$ cat config.mk
export PLATFORM = sky130hd
export DESIGN_NAME = truth_table_sweeper
export DESIGN_NICKNAME = d
export VERILOG_FILES = /design/src/rtl/truth_table_sweeper_pkg.sv /design/src/rtl/truth_table_sweeper_settle_timer.sv /design/src/rtl/truth_table_sweeper.sv
export SDC_FILE = /design/constraint.sdc
export NUM_CORES = 1
export LEC_CHECK = 0
export BUFFER_PORTS_ARGS = -buffer_cell sky130_fd_sc_hd__clkbuf_2
export CAP_MARGIN = 15
export CORE_MARGIN = 2
export CORE_UTILIZATION = 50
export DETAILED_ROUTE_END_ITERATION = 10
export GPL_ROUTABILITY_DRIVEN = 0
export GPL_TIMING_DRIVEN = 0
export PLACE_DENSITY = 0.72
export SLEW_MARGIN = 20
export SYNTH_ARGS = -nofsm -noshare
export SYNTH_HDL_FRONTEND = slang
export SYNTH_SLANG_ARGS = --single-unit
$ cat constraint.sdc
create_clock -name clk -period 2.9 [get_ports clk]
set_input_delay 0.58 -clock clk [delete_from_list [all_inputs] [get_ports clk]]
set_output_delay 0.58 -clock clk [all_outputs]
set_load 0.02 [all_outputs]
$ cat src/rtl/truth_table_sweeper_pkg.sv
// Shared encodings and sizing for the truth-table sweeper and its settle timer.
package sweeper_pkg;

  localparam int IDX_W      = 3;
  localparam int NVEC       = 8;
  localparam int CNT_W      = 4;
  localparam int SETTLE_MAX = 15;

  typedef enum logic [1:0] {
    S_IDLE   = 2'd0,
    S_DRIVE  = 2'd1,
    S_SAMPLE = 2'd2,
    S_DONE   = 2'd3
  } state_e;

  // The settle parameter must fit the 4-bit timer and cannot be zero.
  function automatic int clamp_settle(input int settle);
    if (settle < 1)          return 1;
    if (settle > SETTLE_MAX) return SETTLE_MAX;
    return settle;
  endfunction

endpackage

$ cat src/rtl/truth_table_sweeper_settle_timer.sv
// Loadable 4-bit down-counter that measures how long a vector is held.
module settle_timer
  import sweeper_pkg::*;
(
  input  logic             clk,
  input  logic             rst,
  input  logic             load_i,
  input  logic [CNT_W-1:0] load_val_i,
  input  logic             dec_i,
  output logic             zero_o
);

  logic [CNT_W-1:0] cnt_q;

  always_ff @(posedge clk) begin
    if (rst) begin
      cnt_q <= '0;
    end else if (load_i) begin
      cnt_q <= load_val_i;
    end else if (dec_i && (cnt_q != '0)) begin
      cnt_q <= cnt_q - 1'b1;
    end
  end

  assign zero_o = (cnt_q == '0);

endmodule

$ cat src/rtl/truth_table_sweeper.sv
// Steps {x1,x2,x3} through 0..7, samples f_in after each settle window and
// compares the assembled truth table with a reference captured at start.
module truth_table_sweeper
  import sweeper_pkg::*;
#(
  parameter int SETTLE = 2
) (
  input  logic       clk,
  input  logic       rst,
  input  logic       start,
  input  logic [7:0] expected,
  input  logic       f_in,
  output logic       x1,
  output logic       x2,
  output logic       x3,
  output logic [7:0] table_out,
  output logic       busy,
  output logic       done,
  output logic       match
);

  localparam logic [CNT_W-1:0] LOAD_VAL = CNT_W'(clamp_settle(SETTLE) - 1);
  localparam logic [IDX_W-1:0] LAST_IDX = IDX_W'(NVEC - 1);

  state_e           state_q;
  logic [IDX_W-1:0] idx_q;
  logic [IDX_W-1:0] x_q;
  logic [NVEC-1:0]  table_q;
  logic [NVEC-1:0]  table_d;
  logic [NVEC-1:0]  expected_q;
  logic             busy_q;
  logic             done_q;
  logic             match_q;

  logic accept;
  logic last_vec;
  logic timer_load;
  logic timer_zero;

  assign accept     = (state_q == S_IDLE) && start;
  assign last_vec   = (idx_q == LAST_IDX);
  assign timer_load = accept || ((state_q == S_SAMPLE) && !last_vec);

  settle_timer u_settle_timer (
    .clk        (clk),
    .rst        (rst),
    .load_i     (timer_load),
    .load_val_i (LOAD_VAL),
    .dec_i      (state_q == S_DRIVE),
    .zero_o     (timer_zero)
  );

  // Table as it will look after the current SAMPLE cycle; the final compare
  // uses it so match is already valid in the DONE cycle.
  always_comb begin
    // NOTE: default first so every path assigns table_d and no latch is inferred.
    table_d        = table_q;
    table_d[idx_q] = f_in;
  end

  always_ff @(posedge clk) begin
    // NOTE: non-blocking everywhere here so all registers update from pre-edge values.
    if (rst) begin
      state_q    <= S_IDLE;
      idx_q      <= '0;
      x_q        <= '0;
      table_q    <= '0;
      expected_q <= '0;
      busy_q     <= 1'b0;
      done_q     <= 1'b0;
      match_q    <= 1'b0;
    end else begin
      done_q <= 1'b0;
      case (state_q)
        S_IDLE: begin
          if (start) begin
            state_q    <= S_DRIVE;
            idx_q      <= '0;
            x_q        <= '0;
            table_q    <= '0;
            expected_q <= expected;
            match_q    <= 1'b0;
            busy_q     <= 1'b1;
          end
        end
        S_DRIVE: begin
          if (timer_zero) state_q <= S_SAMPLE;
        end
        S_SAMPLE: begin
          table_q <= table_d;
          if (!last_vec) begin
            state_q <= S_DRIVE;
            idx_q   <= idx_q + 3'd1;
            x_q     <= idx_q + 3'd1;
          end else begin
            state_q <= S_DONE;
            x_q     <= '0;
            busy_q  <= 1'b0;
            done_q  <= 1'b1;
            match_q <= (table_d == expected_q);
          end
        end
        S_DONE: begin
          state_q <= S_IDLE;
          match_q <= (table_q == expected_q);
        end
        default: state_q <= S_IDLE;
      endcase
    end
  end

  assign x1        = x_q[2];
  assign x2        = x_q[1];
  assign x3        = x_q[0];
  assign table_out = table_q;
  assign busy      = busy_q;
  assign done      = done_q;
  assign match     = match_q;

endmodule

==> flow_summary.ini, run 1 <==
[status]
status = complete, no violations

[critical_path]
crit_required_ns = 3.14
critical_path.startpoint_type = flip-flop
critPathKind = reg2reg
critPathLaunch = idx_q[1]$_SDFFE_PP0P_
arrival_ns = 2.44
end_kind = flip-flop
r2r_start = idx_q[1]$_SDFFE_PP0P_
crit_path_max_fanout = 6

[synthesis]
synthAdderAreaFrac_pct = 2.26
synthXorXnorAreaFrac_pct = 1.58
synth.distinct_cells = 41
syn_area_per_cell_sq_um = 7.63
yosys.area.top_type_share_pct = 37.3
ys.flop_type = dfxtp_1
ys_ff_latch = 31
syn_inst = 218
yosysTopAreaCell = dfxtp_1
synth_compound_area_share_pct = 23.2
synth_edf_count = 0
async_flop_share_pct = 0
syn-cell-area_sq_um = 1660
synth-simple-area-share_pct = 27.5
synth_warnings = 0
synthesis.nets = 233
synth_mux_area_share_pct = 2.71
synth_top_family_by_area = simple AND/OR/NAND/NOR gates
ys_seq_area_share_pct = 37.3
yosys-top-cells-area = dfxtp_1 (37%), nand2_1 (7.9%), nor2_1 (6.1%)

[layout]
most-common-layout-cells = nand2_1 (35), dfxtp_1 (31), nor2_1 (27)
antenna_cells = 0
layout.nets = 265
syn2layout_area_growth_pct = 13.8
post-route-util_pct = 61.0
drive_gt1_share_pct = 15.9
final_common_cell = nand2_1

[clock_network]
cts_tree = done
htreeDepth = 2
clkLatencyLatePin_ns = 0.33
cts_sinks = 31
clockBufferDepth = 2
cts_hold_buf = 0
post-cts-setup-buffer-count = 0
cts.clk_slew.worst_paths_ns = 0.09
clock-root-buffer = clkbuf_4
cts_made_buffers = 5
cts_resized = 0

[sta]
rsz0062_at_grt = false
relSlewSlack_pct = 62.9
fin_crit_sh_pct = 75.8
setup_viol = 0
timing.final.crit_period_ns = 2.20
worst_slew_pin_slew_ns = 0.542
fmax_mhz = 455
tns_ns = 0
hold_viol_final = 0
finalMaxSlewViolations = 0
skew_ns = 0.00586

[die]
io_pins = 26
die_w_um = 61.7
core-area_sq_um = 3100
die_area_sq_um = 3810
rows = 20
die_h_um = 61.7
start_util_pct = 53.6

[place]
dp_hpwl_um = 2900
io_buffer_count = 25

[job]
cap_viol_max_count = 0

[routing]
first_pass_iters = 4
drtAntennaViolNets = 0
vias = 1628
drt-wirelength-per-cell_um = 13.4
wl_um = 3960
drc = 0
vias_per_cell = 5.52
drt_iter0_drc = 157

[global_routing]
grtUsageTotal_pct = 23.9
grt_pass1_vias = 1347
grt_pass1_wl_um = 6470
grt_busiest_layer = met2
antenna_found_initial = 0
gr-usage-met1_pct = 34.1
grt-ovfl-total = 0
use_met2_pct = 34.1
grt_use_met3_pct = 7.25
grt_max_degree = 11

[pwr]
leakage_nw = 0.747
peakVddDrop_uv = 341
p_per_area_nw_per_um2 = 454

[hold_path]
min_path_type = in2reg
hp-start = expected[0]
-- state kept, by name (all words and copies together), names as in the netlist --
signal and flops:
table_out 8, u_settle_timer.cnt_q 4, match 1, idx_q 3
x_q 3, state_q 2, done 1, expected_q 8
busy 1
-- cell type report --
| class | instances | area, sq um |
|---|---|---|
| buffer | 13 | 60.1 |
| clock inverter | 1 | 5.00 |
| tap | 44 | 55.1 |
| inverter | 8 | 30.0 |
| timing repair buffer | 25 | 125 |
| sequential | 31 | 621 |
| clock buffer | 7 | 45.0 |
| fill | 329 | 1210 |
| multi-input combinational | 166 | 953 |
-- routing by layer --
layer	part of all wire [%]	up-vias	routed length, um
li1	-	835	-
met1	47	725	1850
met2	44	62	1730
met3	8.2	6	326
met4	1.4	0	57
met5	0	-	0
-- logic make-up after synthesis --
logic type	Yosys count
AND/OR/NAND/NOR	95
AO/OA/AOI/OAI	61
flip-flops	31
buffers and inverters	21
multiplexers	4
XOR/XNOR	3
adder cells (fa/ha/maj)	3
-- metrics by stage --
| stage | cells | power, W | hold WS [ns] | cell area [sq um] | setup WS [ns] |
|---|---|---|---|---|---|
| final | 295 | 0.000859 | 0.458 | 1890 | 0.702 |
| after global routing | 295 | 0.000916 | 0.452 | 1890 | 0.567 |
| after CTS | 295 | 0.000868 | 0.448 | 1890 | 0.718 |
| after detailed placement | 287 | 0.000629 | 0.458 | 1840 | 0.739 |
| after global placement | 287 | 0.000628 | 0.447 | 1840 | 0.683 |
| after floorplan | 218 | 0.000584 | 0.436 | 1660 | 1.05 |
-- Yosys cell counts (2+ instances only) --
master	instances
inv_1	8
xor2_1	2
clkbuf_1	8
dfxtp_1	31
mux2i_1	3
and3b_1	2
nand2_1	35
nand3_1	3
o21ai_1	3
buf_4	2
a2111oi_0	3
and2_1	2
and3_1	2
a22oi_1	9
nor2b_1	3
a211oi_1	2
nor3_1	7
nand3b_1	3
a21oi_1	20
o221ai_1	3
o21ai_0	11
o22ai_1	2
nand2b_1	6
nor2_1	27
ha_1	3
buf_2	3
-- power breakdown --
part,switching [W],total (W),internal [W],leakage (nW)
Combinational,0.0000977,0.000156,0.0000588,0.466
Sequential,0.0000180,0.000464,0.000446,0.252
Clock,0.000145,0.000239,0.0000943,0.0293
Total,0.000260,0.000859,0.000599,0.747
-- critical path, cell delays in order, from the launching register on --
cell and delay, ns:
dfxtp_1 0.48, ha_1 0.21, ha_1 0.23, nand2_1 0.16, o21ai_0 0.13, o2111ai_1 0.13
or4b_1 0.51, o31ai_1 0.27
-- path summary, 6_finish.rpt --
path                                      to  slack [ns]  cells after the start
setup / recovery          match$_SDFFE_PP0P_        0.70                      7
hold / removal    expected_q[0]$_SDFFE_PP0P_        0.46                      3
setup reg to reg          match$_SDFFE_PP0P_        0.70                      7
hold reg to reg   expected_q[5]$_SDFFE_PP0P_        0.47                      2
Note: power is estimated with default switching activity, not from simulation.
==> inputs of run 2 (changes only) <==
==> constraint.sdc (replaced) <==
create_clock -name clk -period 2.3 [get_ports clk]
set_input_delay 0.46 -clock clk [delete_from_list [all_inputs] [get_ports clk]]
set_output_delay 0.46 -clock clk [all_outputs]
set_load 0.02 [all_outputs]
==> run 2 against run 1 <==
  * Clock skew hardly changed
  * Clock power up 26%
  * Global-route usage unchanged
  * Utilization grew 0.12 points
  * Cell count stayed put
  * Sequential power up 26%
  * Sequential share of layout area about the same
  * Critical path type unchanged
  * Critical endpoint unchanged
  * Largest power group unchanged
==> flow_summary.ini, run 2 (synthesis results as in run 1) <==
[sta]
fin_crit_sh_pct = 92.7
tns_ns = 0
setup_viol = 0
worst_slew_pin_slew_ns = 0.517
rsz0062_at_grt = false
relSlewSlack_pct = 64.7
fmax_mhz = 469
skew_ns = 0.00540
hold_viol_final = 0
finalMaxSlewViolations = 0
timing.final.crit_period_ns = 2.13

[routing]
drtAntennaViolNets = 0
vias_per_cell = 5.52
drc = 0
first_pass_iters = 4
drt-wirelength-per-cell_um = 13.5
wl_um = 3970
vias = 1627
drt_iter0_drc = 169

[die]
die_h_um = 61.7
start_util_pct = 53.6
io_pins = 26
core-area_sq_um = 3100
die_w_um = 61.7
rows = 20
die_area_sq_um = 3810

[clock_network]
cts.clk_slew.worst_paths_ns = 0.09
post-cts-setup-buffer-count = 0
htreeDepth = 2
cts_made_buffers = 5
clockBufferDepth = 2
clkLatencyLatePin_ns = 0.33
clock-root-buffer = clkbuf_4
cts_hold_buf = 0
cts_resized = 0
cts_tree = done
cts_sinks = 31

[critical_path]
critical_path.startpoint_type = flip-flop
slowest_stage = or4b_1
r2r_start = idx_q[0]$_SDFFE_PP0P_
path_cells = ha_1 > ha_1 > nand2_1 > o21ai_0 > o2111ai_1 > or4b_1 > o31ai_1
critPathLaunch = idx_q[0]$_SDFFE_PP0P_
crit_path_max_fanout = 6
critPathKind = reg2reg
end_kind = flip-flop
reg2reg_to = match$_SDFFE_PP0P_
critPathMaxStageDelay_ns = 0.52
critPathMostFrequentCell = ha_1
arrival_ns = 2.38
crit_required_ns = 2.55
reg2reg_slack_ns = 0.17
worstRegToRegCells = 7

[global_routing]
antenna_found_initial = 0
grt_max_degree = 11
grt-ovfl-total = 0
grt_pass1_wl_um = 6470
grt_pass1_vias = 1347
grtUsageTotal_pct = 23.9

[status]
status = complete, no violations

[hold_path]
hold_depth = 3
min_path_type = in2reg
hp-start = expected[0]
min_to = expected_q[0]$_SDFFE_PP0P_

[layout]
antenna_cells = 0
finalNonFillerCells = 295
fill_cells = 329
syn2layout_area_growth_pct = 14.1
layout.nets = 265
most-common-layout-cells = nand2_1 (34), dfxtp_1 (30), nor2_1 (27)
drive_gt1_share_pct = 16.7
final_common_cell = nand2_1
fin_area_sq_um = 1900

[pwr]
leakage_nw = 0.748
peakVddDrop_uv = 430
p_per_area_nw_per_um2 = 571

[place]
dp_hpwl_um = 2900
dp_cells = 287
io_buffer_count = 25
placed_area_sq_um = 1840

[job]
cap_viol_max_count = 0
[run 2: cell counts in the layout (fill, tap and decap cells not counted)]
No cell type changed its count.
[run 2: worst max-delay path: cells and delay by family, from the launching register on]
family                     cells  cell delay, ns
AOI/OAI and AO/OA              3            0.51
and+or+nand+nor                2            0.67
adders and majority gates      2            0.43
DFF                            1            0.44
[run 2: final cells by class]
class | instances | area (sq um) | share of cell area (%)
sequential | 31 | 622 | 32.8
multi-input combinational | 166 | 956 | 50.4
timing repair buffer | 25 | 125 | 6.59
tap | 44 | 55.1 | 2.90
inverter | 8 | 30.0 | 1.58
buffer | 13 | 60.1 | 3.16
clock buffer | 7 | 45.0 | 2.37
clock inverter | 1 | 5.00 | 0.264
[run 2: per-layer routing]
layer / GRT usage, % / share of wire (%) / vias up
met5: 0 / 0 / -
li1: - / - / 837
met2: 34.1 / 43 / 65
met4: 8.51 / 1.6 / 0
met3: 7.25 / 9.5 / 8
met1: 34.1 / 46 / 717
[run 2: how the worst max path moves through the flow]
stage | slack, ns | end
finish | 0.17 | match$_SDFFE_PP0P_
global route | 0.02 | match$_SDFFE_PP0P_
global placement | 0.13 | match$_SDFFE_PP0P_
CTS | 0.12 | match$_SDFFE_PP0P_
floorplan | 0.45 | match$_SDFFE_PP0P_
detailed placement | 0.18 | match$_SDFFE_PP0P_
[run 2: stage by stage]
stage	setup slack (ns)	total power, W	hold WS [ns]	util (%)
final	0.167	0.00108	0.336	61.2
after global routing	0.0241	0.00116	0.332	61.2
after CTS	0.118	0.00109	0.328	61.0
after detailed placement	0.179	0.000793	0.458	59.4
after global placement	0.126	0.000791	0.447	59.4
after floorplan	0.445	0.000736	0.436	-
[run 2: power by group]
| part | internal [W] | switching (W) |
|---|---|---|
| Combinational | 0.0000743 | 0.000124 |
| Clock | 0.000119 | 0.000182 |
| Sequential | 0.000562 | 0.0000228 |
| Total | 0.000755 | 0.000329 |
==> inputs of run 3 (changes only) <==
--- a/config.mk
+++ b/config.mk
@@ -8,12 +8,13 @@
 export BUFFER_PORTS_ARGS = -buffer_cell sky130_fd_sc_hd__clkbuf_2
 export CAP_MARGIN = 15
 export CORE_MARGIN = 2
-export CORE_UTILIZATION = 50
+export CORE_UTILIZATION = 56
 export DETAILED_ROUTE_END_ITERATION = 10
 export GPL_ROUTABILITY_DRIVEN = 0
 export GPL_TIMING_DRIVEN = 0
-export PLACE_DENSITY = 0.72
+export PLACE_DENSITY = 0.78
 export SLEW_MARGIN = 20
 export SYNTH_ARGS = -nofsm -noshare
 export SYNTH_HDL_FRONTEND = slang
+export SYNTH_HIERARCHICAL = 1
 export SYNTH_SLANG_ARGS = --single-unit
==> run 3 against run 2 <==
  * Final area is 7.5% higher
  * Critical path type unchanged
  * Clock power is 23% higher
  * Cell count rose by 1.7%
==> flow_summary.ini, run 3 <==
[die]
rows = 20
die_w_um = 60.4
start_util_pct = 58.8
io_pins = 26
core-area_sq_um = 3030
die_h_um = 60.4
die_area_sq_um = 3650

[routing]
drt-wirelength-per-cell_um = 12.9
dr.max_layer_used = met4
met3_wirelength_um = 213
wl_um = 3860
first_pass_iters = 4
route.met2.wl_um = 1700
drtAntennaViolNets = 0
wl_met1_um = 1890
drt_iter0_drc = 99
vias = 1642
vias_per_cell = 5.47
drc = 0

[clock_network]
clkLatencyLatePin_ns = 0.33
htreeDepth = 2
cts_tree = done
clockBufferDepth = 2
cts_made_buffers = 5
cts.clk_slew.worst_paths_ns = 0.10
cts_resized = 0
cts_hold_buf = 0
cts_sinks = 31
clock-root-buffer = clkbuf_4
post-cts-setup-buffer-count = 0

[layout]
fill_cells = 285
syn2layout_area_growth_pct = 14.6
post-route-util_pct = 67.4
most-common-layout-cells = nand2_1 (37), dfxtp_1 (31), clkbuf_2 (25)
final_common_cell = nand2_1
fin_area_sq_um = 2040
drive_gt1_share_pct = 18.4
antenna_cells = 0
layout.nets = 270

[hold_path]
min_path_type = in2reg
min_to = expected_q[1]$_SDFFE_PP0P_
hold_depth = 3
hp-start = expected[1]

[pwr]
p_per_area_nw_per_um2 = 607
leakage_nw = 0.847
power_w = 0.00124
power_switching_share_pct = 30.9
combPwrFrac_pct = 21.9
sequentialPowerShare_pct = 48.2
p_switching_w = 0.000383
peakVddDrop_uv = 380
p_int_w = 0.000856
pwr-share-clk_pct = 29.9

[sta]
hold_viol_final = 0
setup_viol = 0
rsz0062_at_grt = false
skew_ns = 0.00546
timing.final.crit_period_ns = 2.00
finalMaxSlewViolations = 0
fin_crit_sh_pct = 86.8
relSlewSlack_pct = 54.8
worst_slack_ns = 0.304
tns_ns = 0
fmax_mhz = 501
worst_slew_pin_slew_ns = 0.677

[place]
placed_area_sq_um = 1970
dp_slack_ns = 0.358
dp_hpwl_um = 2830
io_buffer_count = 25

[critical_path]
crit_path_max_fanout = 6
path_cells = ha_1 > ha_1 > nor2_1 > nor2_1 > inv_1 > inv_1 > nor2_1 > a311oi_1
critPathMostFrequentCell = nor2_1
reg2reg_to = u_settle_timer/cnt_q[2]$_SDFFE_PP0P_
r2r_start = idx_q[0]$_SDFFE_PP0P_
critical_path.startpoint_type = flip-flop
crit_required_ns = 2.55
arrival_ns = 2.25
critPathMaxStageDelay_ns = 0.41
end_kind = flip-flop
reg2reg_slack_ns = 0.30
slowest_stage = dfxtp_1
crit_buf_inv = 2
worstRegToRegCells = 8
crit_family = simple AND/OR/NAND/NOR gates
critPathKind = reg2reg

[synthesis]
syn-cell-area_sq_um = 1780
synth_compound_area_share_pct = 21.3
syn_inst = 221
ys_seq_area_share_pct = 34.9
syn_area_per_cell_sq_um = 8.06
yosys-top-cells-area = dfxtp_1 (35%), nand2_1 (7.8%), mux2i_1 (6.7%)
synth_warnings = 6
ys.flop_type = dfxtp_1
synth.distinct_cells = 46
yosysTopAreaCell = dfxtp_1
synth_top_family_by_area = simple AND/OR/NAND/NOR gates
ys_ff_latch = 31
yosysMostFrequentCell = nand2_1
synthAdderAreaFrac_pct = 2.11
synth_edf_count = 0
yosys.area.top_type_share_pct = 34.9
synthXorXnorAreaFrac_pct = 0.492
synth_mux_area_share_pct = 6.75
synth-simple-area-share_pct = 28.5
async_flop_share_pct = 0
synth_commonest_cells = nand2_1 (37), dfxtp_1 (31), nor2_1 (22)

[status]
status = complete, no violations

[global_routing]
grt_max_degree = 11
grt_pass1_vias = 1444
grt-ovfl-total = 0
antenna_found_initial = 0
grt_pass1_wl_um = 6520
grtUsageTotal_pct = 24.4

[job]
cap_viol_max_count = 0
-- run 3: layout make-up --
type                            instances  area [sq um]  area share [%]
Tap cell                               44          55.1            2.70
Clock buffer                            7          65.1            3.19
Sequential cell                        31           621            30.4
Multi-Input combinational cell        169          1070            52.3
Inverter                               10          37.5            1.84
Clock inverter                          1          7.51           0.368
Timing Repair Buffer                   25           125            6.13
Buffer                                 13          62.6            3.07
-- run 3: power by group through the flow --
stage / Combinational, W / Sequential, W / Clock [W]
2_1_floorplan: 0.000208 / 0.000606 / 0
3_3_place_gp: 0.000267 / 0.000609 / 0
3_5_place_dp: 0.000271 / 0.000609 / 0
4_1_cts: 0.000273 / 0.000597 / 0.000379
5_1_grt: 0.000307 / 0.000602 / 0.000404
6_report: 0.000271 / 0.000597 / 0.000370
-- run 3: cells by family after synthesis --
kind of cell,after synthesis
XOR/XNOR,1
other,2
flip-flops,31
adder cells (fa/ha/maj),3
AO/OA/AOI/OAI,55
multiplexers,12
AND/OR/NAND/NOR,94
buffers and inverters,23
-- run 3: stage by stage --
stage,std cells,hold slack (ns)
after floorplan,223,0.449
after global placement,292,0.446
after detailed placement,292,0.449
after CTS,300,0.322
after global routing,300,0.319
final,300,0.340
-- run 3: layer usage --
metal	GRT usage, %	vias up
met3	6.82	6
li1	-	844
met2	35.7	34
met4	10.5	0
met5	0	-
met1	33.7	758
-- run 3: worst max-delay path by stage --
stage                                           endpoint  depth (start not counted)  slack (ns)             startpoint
global route        u_settle_timer/cnt_q[2]$_SDFFE_PP0P_                          8        0.10  idx_q[0]$_SDFFE_PP0P_
finish              u_settle_timer/cnt_q[2]$_SDFFE_PP0P_                          8        0.30  idx_q[0]$_SDFFE_PP0P_
CTS                 u_settle_timer/cnt_q[2]$_SDFFE_PP0P_                          8        0.35  idx_q[0]$_SDFFE_PP0P_
detailed placement                    match$_SDFFE_PP0P_                          6        0.36                    rst
global placement                      match$_SDFFE_PP0P_                          6        0.29                    rst
floorplan                             match$_SDFFE_PP0P_                          6        0.67                   f_in
-- run 3: worst min-delay path: cells and delay by family --
family	cells	cell delay (ns)
AO/OA/AOI/OAI	1	0.05
buffers and inverters	1	0.08
AND/OR/NAND/NOR	1	0.05
